<file path="src/rtl/keys_debounce_pkg.sv">
// Shared helpers for the key debouncer: released-level lookup and the
// per-key stability counter width.
package keys_debounce_pkg;

  function automatic logic released_level(input bit active_low);
    return active_low ? 1'b1 : 1'b0;
  endfunction

  function automatic int cnt_width(input int stable_cnt);
    return (stable_cnt > 1) ? $clog2(stable_cnt) : 1;
  endfunction

endpackage

</file>
<file path="src/rtl/key_debounce_cell.sv">
// One key: 2-flop synchroniser, stability counter and debounced output flop.
// flip_o is high in the cycle whose rising edge will toggle key_o.
module key_debounce_cell
  import keys_debounce_pkg::*;
#(
  parameter int STABLE_CNT = 4,
  parameter bit ACTIVE_LOW = 1'b1
) (
  input  logic clk_i,
  input  logic rst_n_i,
  input  logic key_i,
  output logic key_o,
  output logic flip_o
);

  localparam int             CW      = cnt_width(STABLE_CNT);
  localparam logic [CW-1:0]  CNT_MAX = CW'(STABLE_CNT - 1);
  localparam logic           REL_LVL = released_level(ACTIVE_LOW);

  logic          s1_q, s2_q;
  logic          key_q, key_d;
  logic [CW-1:0] cnt_q, cnt_d;
  logic          pressed;
  logic          flip;

  // Normalise to "pressed" so the filter below is polarity-agnostic.
  assign pressed = ACTIVE_LOW ? ~s2_q : s2_q;

  always_comb begin
    key_d = key_q;
    cnt_d = '0;
    flip  = 1'b0;
    if (pressed != key_q) begin
      if (cnt_q == CNT_MAX) begin
        key_d = pressed;
        flip  = 1'b1;
      end else begin
        cnt_d = cnt_q + 1'b1;
      end
    end
  end

  always_ff @(posedge clk_i or negedge rst_n_i) begin
    if (!rst_n_i) begin
      s1_q  <= REL_LVL;
      s2_q  <= REL_LVL;
      cnt_q <= '0;
      key_q <= 1'b0;
    end else begin
      s1_q  <= key_i;
      s2_q  <= s1_q;
      cnt_q <= cnt_d;
      key_q <= key_d;
    end
  end

  assign key_o  = key_q;
  assign flip_o = flip;

endmodule

</file>
<file path="src/rtl/keys_debounce.sv">
// Bank of independent key debouncers with a registered any-key-changed strobe.
module keys_debounce
  import keys_debounce_pkg::*;
#(
  parameter int NUM_KEYS   = 61,
  parameter int STABLE_CNT = 4,
  parameter bit ACTIVE_LOW = 1'b1
) (
  input  logic                clk_i,
  input  logic                rst_n_i,
  input  logic [NUM_KEYS-1:0] keys_i,
  output logic [NUM_KEYS-1:0] keys_o,
  output logic                keys_changed_o
);

  logic [NUM_KEYS-1:0] flip_vec;
  logic                changed_q, changed_d;

  for (genvar k = 0; k < NUM_KEYS; k++) begin : g_key
    key_debounce_cell #(
      .STABLE_CNT (STABLE_CNT),
      .ACTIVE_LOW (ACTIVE_LOW)
    ) u_cell (
      .clk_i   (clk_i),
      .rst_n_i (rst_n_i),
      .key_i   (keys_i[k]),
      .key_o   (keys_o[k]),
      .flip_o  (flip_vec[k])
    );
  end

  // Strobe lands on the same edge the flipping keys_o bits update.
  assign changed_d = |flip_vec;

  always_ff @(posedge clk_i or negedge rst_n_i) begin
    if (!rst_n_i) begin
      changed_q <= 1'b0;
    end else begin
      changed_q <= changed_d;
    end
  end

  assign keys_changed_o = changed_q;

endmodule

</file>
<file path="config.mk">
export PLATFORM = sky130hd
export DESIGN_NAME = keys_debounce
export DESIGN_NICKNAME = d
export VERILOG_FILES = /design/src/rtl/keys_debounce_pkg.sv /design/src/rtl/key_debounce_cell.sv /design/src/rtl/keys_debounce.sv
export SDC_FILE = /design/constraint.sdc
export NUM_CORES = 1
export LEC_CHECK = 0
export BUFFER_PORTS_ARGS = -buffer_cell sky130_fd_sc_hd__buf_2
export CORE_ASPECT_RATIO = 0.5
export CORE_MARGIN = 2
export CORE_UTILIZATION = 30
export DETAILED_ROUTE_END_ITERATION = 6
export GPL_TIMING_DRIVEN = 1
export PLACE_DENSITY = 0.49
export RECOVER_POWER = 25
export SKIP_LAST_GASP = 1
export SLEW_MARGIN = 20
export SYNTH_ARGS = -nofsm -noshare
export SYNTH_HDL_FRONTEND = slang
export SYNTH_HIERARCHICAL = 1
export SYNTH_SLANG_ARGS = --single-unit
</file>
<file path="constraint.sdc">
create_clock -name clk_i -period 1.85 [get_ports clk_i]
set_input_delay 0.37 -clock clk_i [delete_from_list [all_inputs] [get_ports clk_i]]
set_output_delay 0.37 -clock clk_i [all_outputs]
set_load 0.005 [all_outputs]
</file>
==> run metrics, run 1 <==
Power Density 1480 nW/um^2; hold path depth 0; sequential share of the synthesized area 0.664; grt met2 use 0.199; net switching power 6.86 mW; hold path endpoint g_key[35].u_cell/s2_q; post-synth top area share 0.391; Avg Cell Area, Syn 15.6 sq um; boundary pin count 125; Starting Density 0.303; vias in the first global route 7357; CP bufs+invs 1; DR vias 6754; Worst Skew 0.0207 ns; Final Max Slew Viols 0; Routed WL 21200 um; clock share of power 0.259; routed length per instance 12.4 um; final core occ 0.418; CP delay by family, top simple AND/OR/NAND/NOR gates; Skew-Pair Late Insertion Delay 0.57 ns; Comb power frac 0.333; CP max stage delay 0.55 ns; clock sink count 306; top area cells in the synthesized netlist dfrtp_1, dfstp_2, and2_2; RR Endpoint keys_changed_o; Reg clk slew, reported paths 0.07 ns; overall power 24.0 mW; Slew Limit Headroom 0.169; H-tree depth 1; initial antenna violation count 0; Inserted Diodes 0; status complete, but fails checks; Antenna Nets Post-Route 0; gr ovfl total 0; Post-Place Cells 1588; pre-CTS WS -0.456 ns; distinct cell type count after synthesis 14; non-filler instance count after layout 1707; Req. time, crit path 2.27 ns; first-pass GRT wire length 35700 um; Critical Path Sink Type flip-flop; hold_sp g_key[35].u_cell/s1_q; Synth Warn # 6; cell area after layout 16200 sq um; layout cells sized above 1 0.562; Post-Syn Instances 754; worst path cell trace xnor2_2, and2_4, nor4_4, buf_4, nand4_1, or4_1; CTS root buffer clkbuf_16; DR vias/cell 3.96; reg-to-reg startpoint g_key[58].u_cell/s2_q; Least-Margin Pin Slew 1.25 ns; routing usage on met3 0.0227; crit path kind reg2reg; Max Buffers Root-to-Sink 3; total CTS buffers 31; crit share post-route 1.13; R2R Setup Slk -0.24 ns; data arrival time of the worst path 2.51 ns; Leak 7.68 nW; drt initial violations 188; Synth Register Bits 306; I/O Buffers 124; Pre-antenna DRT Iters 4; Fin Setup TNS -0.241 ns; Setup violations, final 1; failing checks setup timing; critical-path maximum fanout 3; CTS tree done; Netlist Area Pre-Place 11800 sq um; Die Span Y 144 um; Yosys top cell by area dfrtp_1; most common cell after layout, fill and taps aside dfrtp_1; final hold vios 0; fillers 3592; Placed Area 14500 sq um; Total Routing Usage GR 0.107; switch share 0.286; Int Power 17.1 mW; Slowest-stage cell, CP dfstp_2; row count 51; Max Clk Rate 0.478 GHz; Flop pwr share 0.408; Core ar. 38800 sq um; Final HPWL DP 15000 um; met1 GRT Util 0.126; die width 284 um; Mapped Nets 878; most frequent cells in the layout dfrtp_1, buf_4, dfstp_2; worst hold slack 0.337 ns; worst r2r path cells 6; most crowded layer after global routing met2; Tmin final 2.09 ns; largest net degree at the start of global routing 65; peak supply drop 0.672 mV; die area 40900 sq um; RePlAce Congestion 0.701; RSZ-0062 raised after global routing true; Startpoint Class flip-flop; area delta synth->final 37.9%; Max Cap Viol 0; DRC 0; fin nets 1276; Hold Crit Class reg2reg; Final WS setup -0.241 ns
[flip-flops by register name, indices dropped and copies added, names as in the netlist]
| register | count |
|---|---|
| g_key.u_cell/key_o | 61 |
| g_key.u_cell/s2_q | 61 |
| g_key.u_cell/s1_q | 61 |
| g_key.u_cell/cnt_q | 122 |
| keys_changed_o | 1 |
[cells by family (layout without fill, tap and decap cells)]
family | count (synthesis) | count (layout) | synth area share
and+or+nand+nor | 204 | 204 | 0.154
adders and majority gates | 61 | 61 | 0.0649
buffers and inverters | 61 | 484 | 0.0195
DFF | 306 | 306 | 0.664
xor gates and xnor gates | 61 | 61 | 0.0454
muxes | 61 | 61 | 0.0519
[Yosys cell counts]
| cell | number |
|---|---|
| xnor2_1 | 61 |
| nor3b_2 | 61 |
| nor4_1 | 13 |
| dfstp_2 | 122 |
| or4_1 | 1 |
| nor3_1 | 1 |
| nor2_1 | 1 |
| dfrtp_1 | 184 |
| and2_2 | 122 |
| inv_1 | 61 |
| nand4_1 | 4 |
| ha_1 | 61 |
| nor4_2 | 1 |
| mux2i_1 | 61 |
[worst max path at each step]
stage	slack, ns	cells after the start	endpoint	startpoint
6_report	-0.24	6	keys_changed_o	g_key[58].u_cell/s2_q
5_1_grt	-0.31	6	keys_changed_o	g_key[58].u_cell/cnt_q[0]
4_1_cts	-0.23	6	keys_changed_o	g_key[58].u_cell/s2_q
3_5_place_dp	-0.46	6	keys_changed_o	g_key[15].u_cell/s2_q
3_3_place_gp	-0.46	6	keys_changed_o	g_key[15].u_cell/s2_q
2_1_floorplan	0.08	5	keys_changed_o	g_key[5].u_cell/cnt_q[0]
[routing by layer]
| metal | up-vias | wire (um) | part of all wire |
|---|---|---|---|
| met5 | - | 0 | 0 |
| met4 | 0 | 464 | 0.022 |
| met3 | 36 | 618 | 0.029 |
| met2 | 59 | 11400 | 0.54 |
| met1 | 3378 | 8750 | 0.41 |
| li1 | 3281 | - | - |
[layout make-up]
cell class	count	area, sq um	area share
flip-flops and latches	306	7810	0.482
multi-input cells	387	3880	0.239
repair buffers	365	2620	0.162
clock buffers	39	826	0.0509
well taps	530	663	0.0409
inverters	61	229	0.0141
clock inverters	19	190	0.0117
[worst reg2reg max path, cell delays in order, from the launching register on]
cell,delay [ns]
dfstp_2,0.55
xnor2_2,0.07
and2_4,0.15
nor4_4,0.28
buf_4,0.15
nand4_1,0.22
or4_1,0.52
[timing repair]
action	CTS	global route
gates resized for setup	19	8
pin swaps	12	4
endpoints found under the setup margin	1	1
endpoints found under the hold margin	95	0
hold buffers	62	0
setup buffers	1	0
[power groups by stage]
stage	clock network, mW	logic (mW)	registers (mW)
6_report	6.22	8.00	9.79
2_1_floorplan	0	3.71	9.96
5_1_grt	6.82	9.06	10.0
3_3_place_gp	0	7.61	9.80
4_1_cts	6.52	8.20	9.81
3_5_place_dp	0	7.93	9.91
Power figures use the tool's default switching activity.
==> run 2, diff against run 1 <==
==> constraint.sdc (replaced) <==
create_clock -name clk_i -period 1.85 [get_ports clk_i]
set_input_delay 0.37 -clock clk_i [delete_from_list [all_inputs] [get_ports clk_i]]
set_output_delay 0.37 -clock clk_i [all_outputs]
set_load 0.1 [all_outputs]
==> run metrics, run 2 (synthesis gave the netlist of run 1 again) <==
status complete, but fails checks; failing checks setup timing; DR vias/cell 3.93 (-0.59%); vias in the first global route 7504 (+2.0%); Least-Margin Pin Slew 1.03 ns (-0.219 ns); switch share 0.394 (+0.108); drt initial violations 281 (+49%); Max Cap Viol 0 (unchanged); peak supply drop 0.974 mV (+45%); row count 51 (unchanged); Critical Path Sink Type flip-flop; Setup violations, final 1 (unchanged); Max Buffers Root-to-Sink 3 (unchanged); RePlAce Congestion 0.696 (-0.66%); clock sink count 306 (unchanged); worst r2r path cells 6 (unchanged); I/O Buffers 124 (unchanged); fillers 3616 (+0.67%); Worst Skew 0.00860 ns (-0.0121 ns); DRC 0 (unchanged); Power Density 1790 nW/um^2 (+21%); fin nets 1290 (+1.1%); final hold vios 0 (unchanged); Core ar. 38800 sq um (unchanged); Slowest-stage cell, CP or4_1; Final HPWL DP 15300 um (+2.2%); die width 284 um (unchanged); worst path cell trace xnor2_2, and2_2, nor4_2, buf_4, nand4_1, or4_1; Leak 7.81 nW (+1.8%); DR vias 6765 (+0.16%); boundary pin count 125 (unchanged); net switching power 11.8 mW (+72%); data arrival time of the worst path 2.45 ns (-0.06 ns); critical-path maximum fanout 2 (-1); Post-Place Cells 1601 (+0.82%); area delta synth->final 42.1%; largest net degree at the start of global routing 66 (+1.5%); most common cell after layout, fill and taps aside buf_4; Flop pwr share 0.341 (-0.067); gr ovfl total 0 (unchanged); CTS tree done; routed length per instance 12.6 um (+1.3%); clock share of power 0.201 (-0.058); crit path kind reg2reg; CP max stage delay 0.52 ns (-0.03 ns); Starting Density 0.303 (unchanged); layout cells sized above 1 0.632 (+0.0703); die area 40900 sq um (unchanged); Max Clk Rate 0.493 GHz (+3.1%); Skew-Pair Late Insertion Delay 0.55 ns (-0.02 ns); initial antenna violation count 0 (unchanged); Slew Limit Headroom 0.316 (+0.146); crit share post-route 1.10 (-0.0335); non-filler instance count after layout 1720 (+0.76%); Top reg by flops g_key.u_cell/cnt_q; max reg flops 122 (unchanged); final core occ 0.431 (+0.0127); Tmin final 2.03 ns (-0.0620 ns); RSZ-0062 raised after global routing true; H-tree depth 1 (unchanged); Total Routing Usage GR 0.109 (+0.00274); Req. time, crit path 2.27 ns (about the same); first-pass GRT wire length 36400 um (+2.2%); Startpoint Class flip-flop; Hold Crit Class reg2reg; Reg clk slew, reported paths 0.06 ns (about the same); Routed WL 21600 um (+2.1%); Comb power frac 0.458 (+0.125); hold path depth 0 (unchanged); total CTS buffers 30 (-3.2%); Antenna Nets Post-Route 0 (unchanged); most frequent cells in the layout buf_4, dfrtp_1, dfstp_2; Inserted Diodes 0 (unchanged); CTS root buffer clkbuf_16; Pre-antenna DRT Iters 4 (unchanged); Int Power 18.1 mW (+5.8%); Final Max Slew Viols 0 (unchanged); worst hold slack 0.349 ns (+0.0123 ns); Die Span Y 144 um (unchanged); Final WS setup -0.179 ns (+0.0620 ns)
## run 2: worst paths after layout
check	from	end	slack (ns)
setup / recovery	g_key[36].u_cell/key_o	keys_changed_o	-0.18
hold / removal	g_key[60].u_cell/s1_q	g_key[60].u_cell/s2_q	0.35
setup reg to reg	g_key[36].u_cell/key_o	keys_changed_o	-0.18
hold reg to reg	g_key[60].u_cell/s1_q	g_key[60].u_cell/s2_q	0.35
max in group asynchronous	rst_n_i	g_key[58].u_cell/key_o	0.25
min in group asynchronous	rst_n_i	g_key[1].u_cell/key_o	0.54
## run 2: timing repair
action                                 in CTS  in global routing
setup endpoints to repair                  53                  4
gates resized for setup                    56                 12
hold buffers                               62                  0
pin swaps                                   1                  3
buffers inserted                            0                  1
endpoints found under the hold margin      96                  0
## run 2: area by class of cell
type                            instances  area (sq um)  share of cell area
Timing Repair Buffer                  380          2870               0.172
Multi-Input combinational cell        387          4000               0.239
Tap cell                              530           663              0.0397
Inverter                               61           229              0.0137
Clock buffer                           45           848              0.0508
Clock inverter                         11           119             0.00711
Sequential cell                       306          7990               0.478
## run 2: routing by layer
layer / wire (um) / global-route usage / up-vias
met3: 612 / 0.0235 / 30
met5: 0 / 0 / -
met2: 11500 / 0.199 / 51
met4: 442 / 0.0271 / 0
li1: - / - / 3308
met1: 9110 / 0.133 / 3376
## run 2: stage by stage
| step | total power [mW] | worst slack [ns] | TNS, ns | cell area (sq um) |
|---|---|---|---|---|
| after detailed placement | 23.7 | -0.272 | -0.272 | 14900 |
| after floorplan | 19.2 | -0.0789 | -0.0789 | 12100 |
| final | 29.9 | -0.179 | -0.179 | 16700 |
| after global placement | 23.2 | -0.304 | -0.304 | 14900 |
| after global routing | 31.9 | -0.302 | -0.302 | 16700 |
| after CTS | 30.5 | -0.248 | -0.248 | 16700 |
## run 2: power groups by stage
stage               combinational (mW)  clock (mW)  sequential (mW)
CTS                               13.9        6.35             10.2
global placement                  13.0           0             10.2
finish                            13.7        6.03             10.2
detailed placement                13.4           0             10.3
global route                      14.8        6.62             10.4
floorplan                         3.89           0             15.3
## run 2: critical path, delay by kind of cell, from the launching register on
| family | cells | cell delay [ns] |
|---|---|---|
| xor gates and xnor gates | 1 | 0.14 |
| buffers and inverters | 1 | 0.17 |
| and+or+nand+nor | 4 | 1.10 |
| DFF | 1 | 0.49 |
==> run 3, diff against run 2 <==
--- a/config.mk
+++ b/config.mk
@@ -8,10 +8,10 @@
 export BUFFER_PORTS_ARGS = -buffer_cell sky130_fd_sc_hd__buf_2
 export CORE_ASPECT_RATIO = 0.5
 export CORE_MARGIN = 2
-export CORE_UTILIZATION = 30
+export CORE_UTILIZATION = 53
 export DETAILED_ROUTE_END_ITERATION = 6
 export GPL_TIMING_DRIVEN = 1
-export PLACE_DENSITY = 0.49
+export PLACE_DENSITY = 0.77
 export RECOVER_POWER = 25
 export SKIP_LAST_GASP = 1
 export SLEW_MARGIN = 20
==> run metrics, run 3 (synthesis gave the netlist of run 1 again) <==
Inserted Diodes 0 (unchanged); critical-path maximum fanout 3 (+1); CP max stage delay 0.55 ns (+0.03 ns); CTS tree done; Worst Skew 0.0131 ns (+0.00448 ns); initial antenna violation count 0 (unchanged); die area 23500 sq um (-43%); Routed WL 21500 um (-0.65%); Pre-antenna DRT Iters 4 (unchanged); DRC 0 (unchanged); CP startpoint g_key[54].u_cell/s2_q; die width 215 um (-24%); Tmin final 2.00 ns (-0.0245 ns); most common cell after layout, fill and taps aside buf_4; RSZ-0062 raised after global routing true; layout cells sized above 1 0.627 (-0.00542); total CTS buffers 27 (-10%); Antenna Nets Post-Route 0 (unchanged); R2R Setup Slk -0.15 ns (+0.02 ns); CP bufs+invs 0 (-1); worst path cell trace xnor2_1, and2_2, nor4_4, nand4_1, or4_1; crit share post-route 1.08 (-0.0132); max reg flops 122 (unchanged); drt initial violations 174 (-38%); Leak 7.67 nW (-1.9%); Startpoint Class flip-flop; Final HPWL DP 14400 um (-6.0%); Final Max Slew Viols 0 (unchanged); cell area after layout 16200 sq um (-3.2%); worst r2r path cells 5 (-1); Req. time, crit path 2.26 ns (about the same); CTS root buffer clkbuf_16; Reg clk slew, reported paths 0.07 ns (about the same); H-tree depth 1 (unchanged); Least-Margin Pin Slew 1.29 ns (+0.260 ns); CP delay by family, top simple AND/OR/NAND/NOR gates; clock sink count 306 (unchanged); area delta synth->final 37.6%; Setup violations, final 1 (unchanged); first-pass GRT wire length 36300 um (-0.42%); Max Cap Viol 0 (unchanged); Final WS setup -0.155 ns (+0.0245 ns); Total Routing Usage GR 0.194 (+0.0848); DR vias 6724 (-0.61%); data arrival time of the worst path 2.41 ns (-0.04 ns); RR Endpoint keys_changed_o; fin nets 1257 (-2.6%); most frequent cells in the layout buf_4, dfrtp_1, dfstp_2; vias in the first global route 7550 (+0.61%); routed length per instance 14.8 um (+18%); Hold Crit Class reg2reg; boundary pin count 125 (unchanged); Power Density 1820 nW/um^2 (+1.5%); crit path kind reg2reg; Max Clk Rate 0.499 GHz (+1.2%); Core ar. 21700 sq um (-44%); RePlAce Congestion 0.745 (+7.0%); failing checks setup timing; Die Span Y 109 um (-24%); Max Buffers Root-to-Sink 3 (unchanged); Slew Limit Headroom 0.143 (-0.173); Placed Area 14400 sq um (-3.6%); Starting Density 0.541 (+0.238); gr ovfl total 0 (unchanged); Skew-Pair Late Insertion Delay 0.54 ns (about the same); Slowest-stage cell, CP dfstp_2; row count 38 (-25%); Top reg by flops g_key.u_cell/cnt_q; DR vias/cell 4.62 (+18%); Critical Path End keys_changed_o; reg-to-reg startpoint g_key[54].u_cell/s2_q; status complete, but fails checks; I/O Buffers 124 (unchanged); Crit path depth 5 (-1); pre-CTS WS -0.210 ns (+0.0624 ns); Critical Path Sink Type flip-flop; largest net degree at the start of global routing 59 (-11%); peak supply drop 1.33 mV (+36%); final hold vios 0 (unchanged)
==> run 3: per-layer routing <==
metal,global-route usage,vias up,wire length (um)
li1,-,3236,-
met1,0.239,3369,8990
met2,0.357,83,11300
met3,0.0398,36,714
met4,0.0481,0,475
met5,0,-,0
==> run 3: worst min path at each step <==
| stage | start | to | cells past startpoint |
|---|---|---|---|
| floorplan | rst_n_i | g_key[0].u_cell/cnt_q[0] | 0 |
| global placement | rst_n_i | g_key[23].u_cell/cnt_q[0] | 1 |
| detailed placement | rst_n_i | g_key[23].u_cell/cnt_q[0] | 1 |
| CTS | rst_n_i | g_key[23].u_cell/cnt_q[1] | 2 |
| global route | g_key[48].u_cell/s1_q | g_key[48].u_cell/s2_q | 0 |
| finish | g_key[8].u_cell/s1_q | g_key[8].u_cell/s2_q | 0 |
==> run 3: through the flow <==
stage	instances	setup TNS [ns]	total power, mW	util	hold WS [ns]
2_1_floorplan	754	-0.0789	19.2	-	0.0744
4_1_cts	1454	-0.178	29.6	0.744	0.312
3_5_place_dp	1339	-0.210	23.1	0.662	0.309
5_1_grt	1454	-0.180	31.0	0.745	0.358
3_3_place_gp	1339	-0.191	22.5	0.662	0.301
6_report	1454	-0.155	29.4	0.745	0.356
==> run 3: report_power, final <==
part	switching, mW	internal, mW
registers	1.28	9.04
clock network	2.44	3.38
logic	8.09	5.18
total	11.8	17.6
==> run 3: worst register-to-register path: cells and delay by family, from the launching register on <==
family           cells  cell delay [ns]
XOR/XNOR             1             0.12
AND/OR/NAND/NOR      4             1.20
flip-flops           1             0.55
==> run 3: layout make-up <==
cell class,count,area (sq um)
tap,300,375
inverter,61,229
timing repair buffer,350,2590
clock inverter,8,130
fill,1374,5550
clock buffer,42,792
multi-input combinational,387,4080
sequential,306,7990
==> run 3: timing repair <==
action	in CTS	in global routing
pin swaps	15	3
hold buffers	62	0
hold endpoints to repair	85	0
resized for setup	55	15
setup endpoints to repair	31	10
setup buffers	3	0
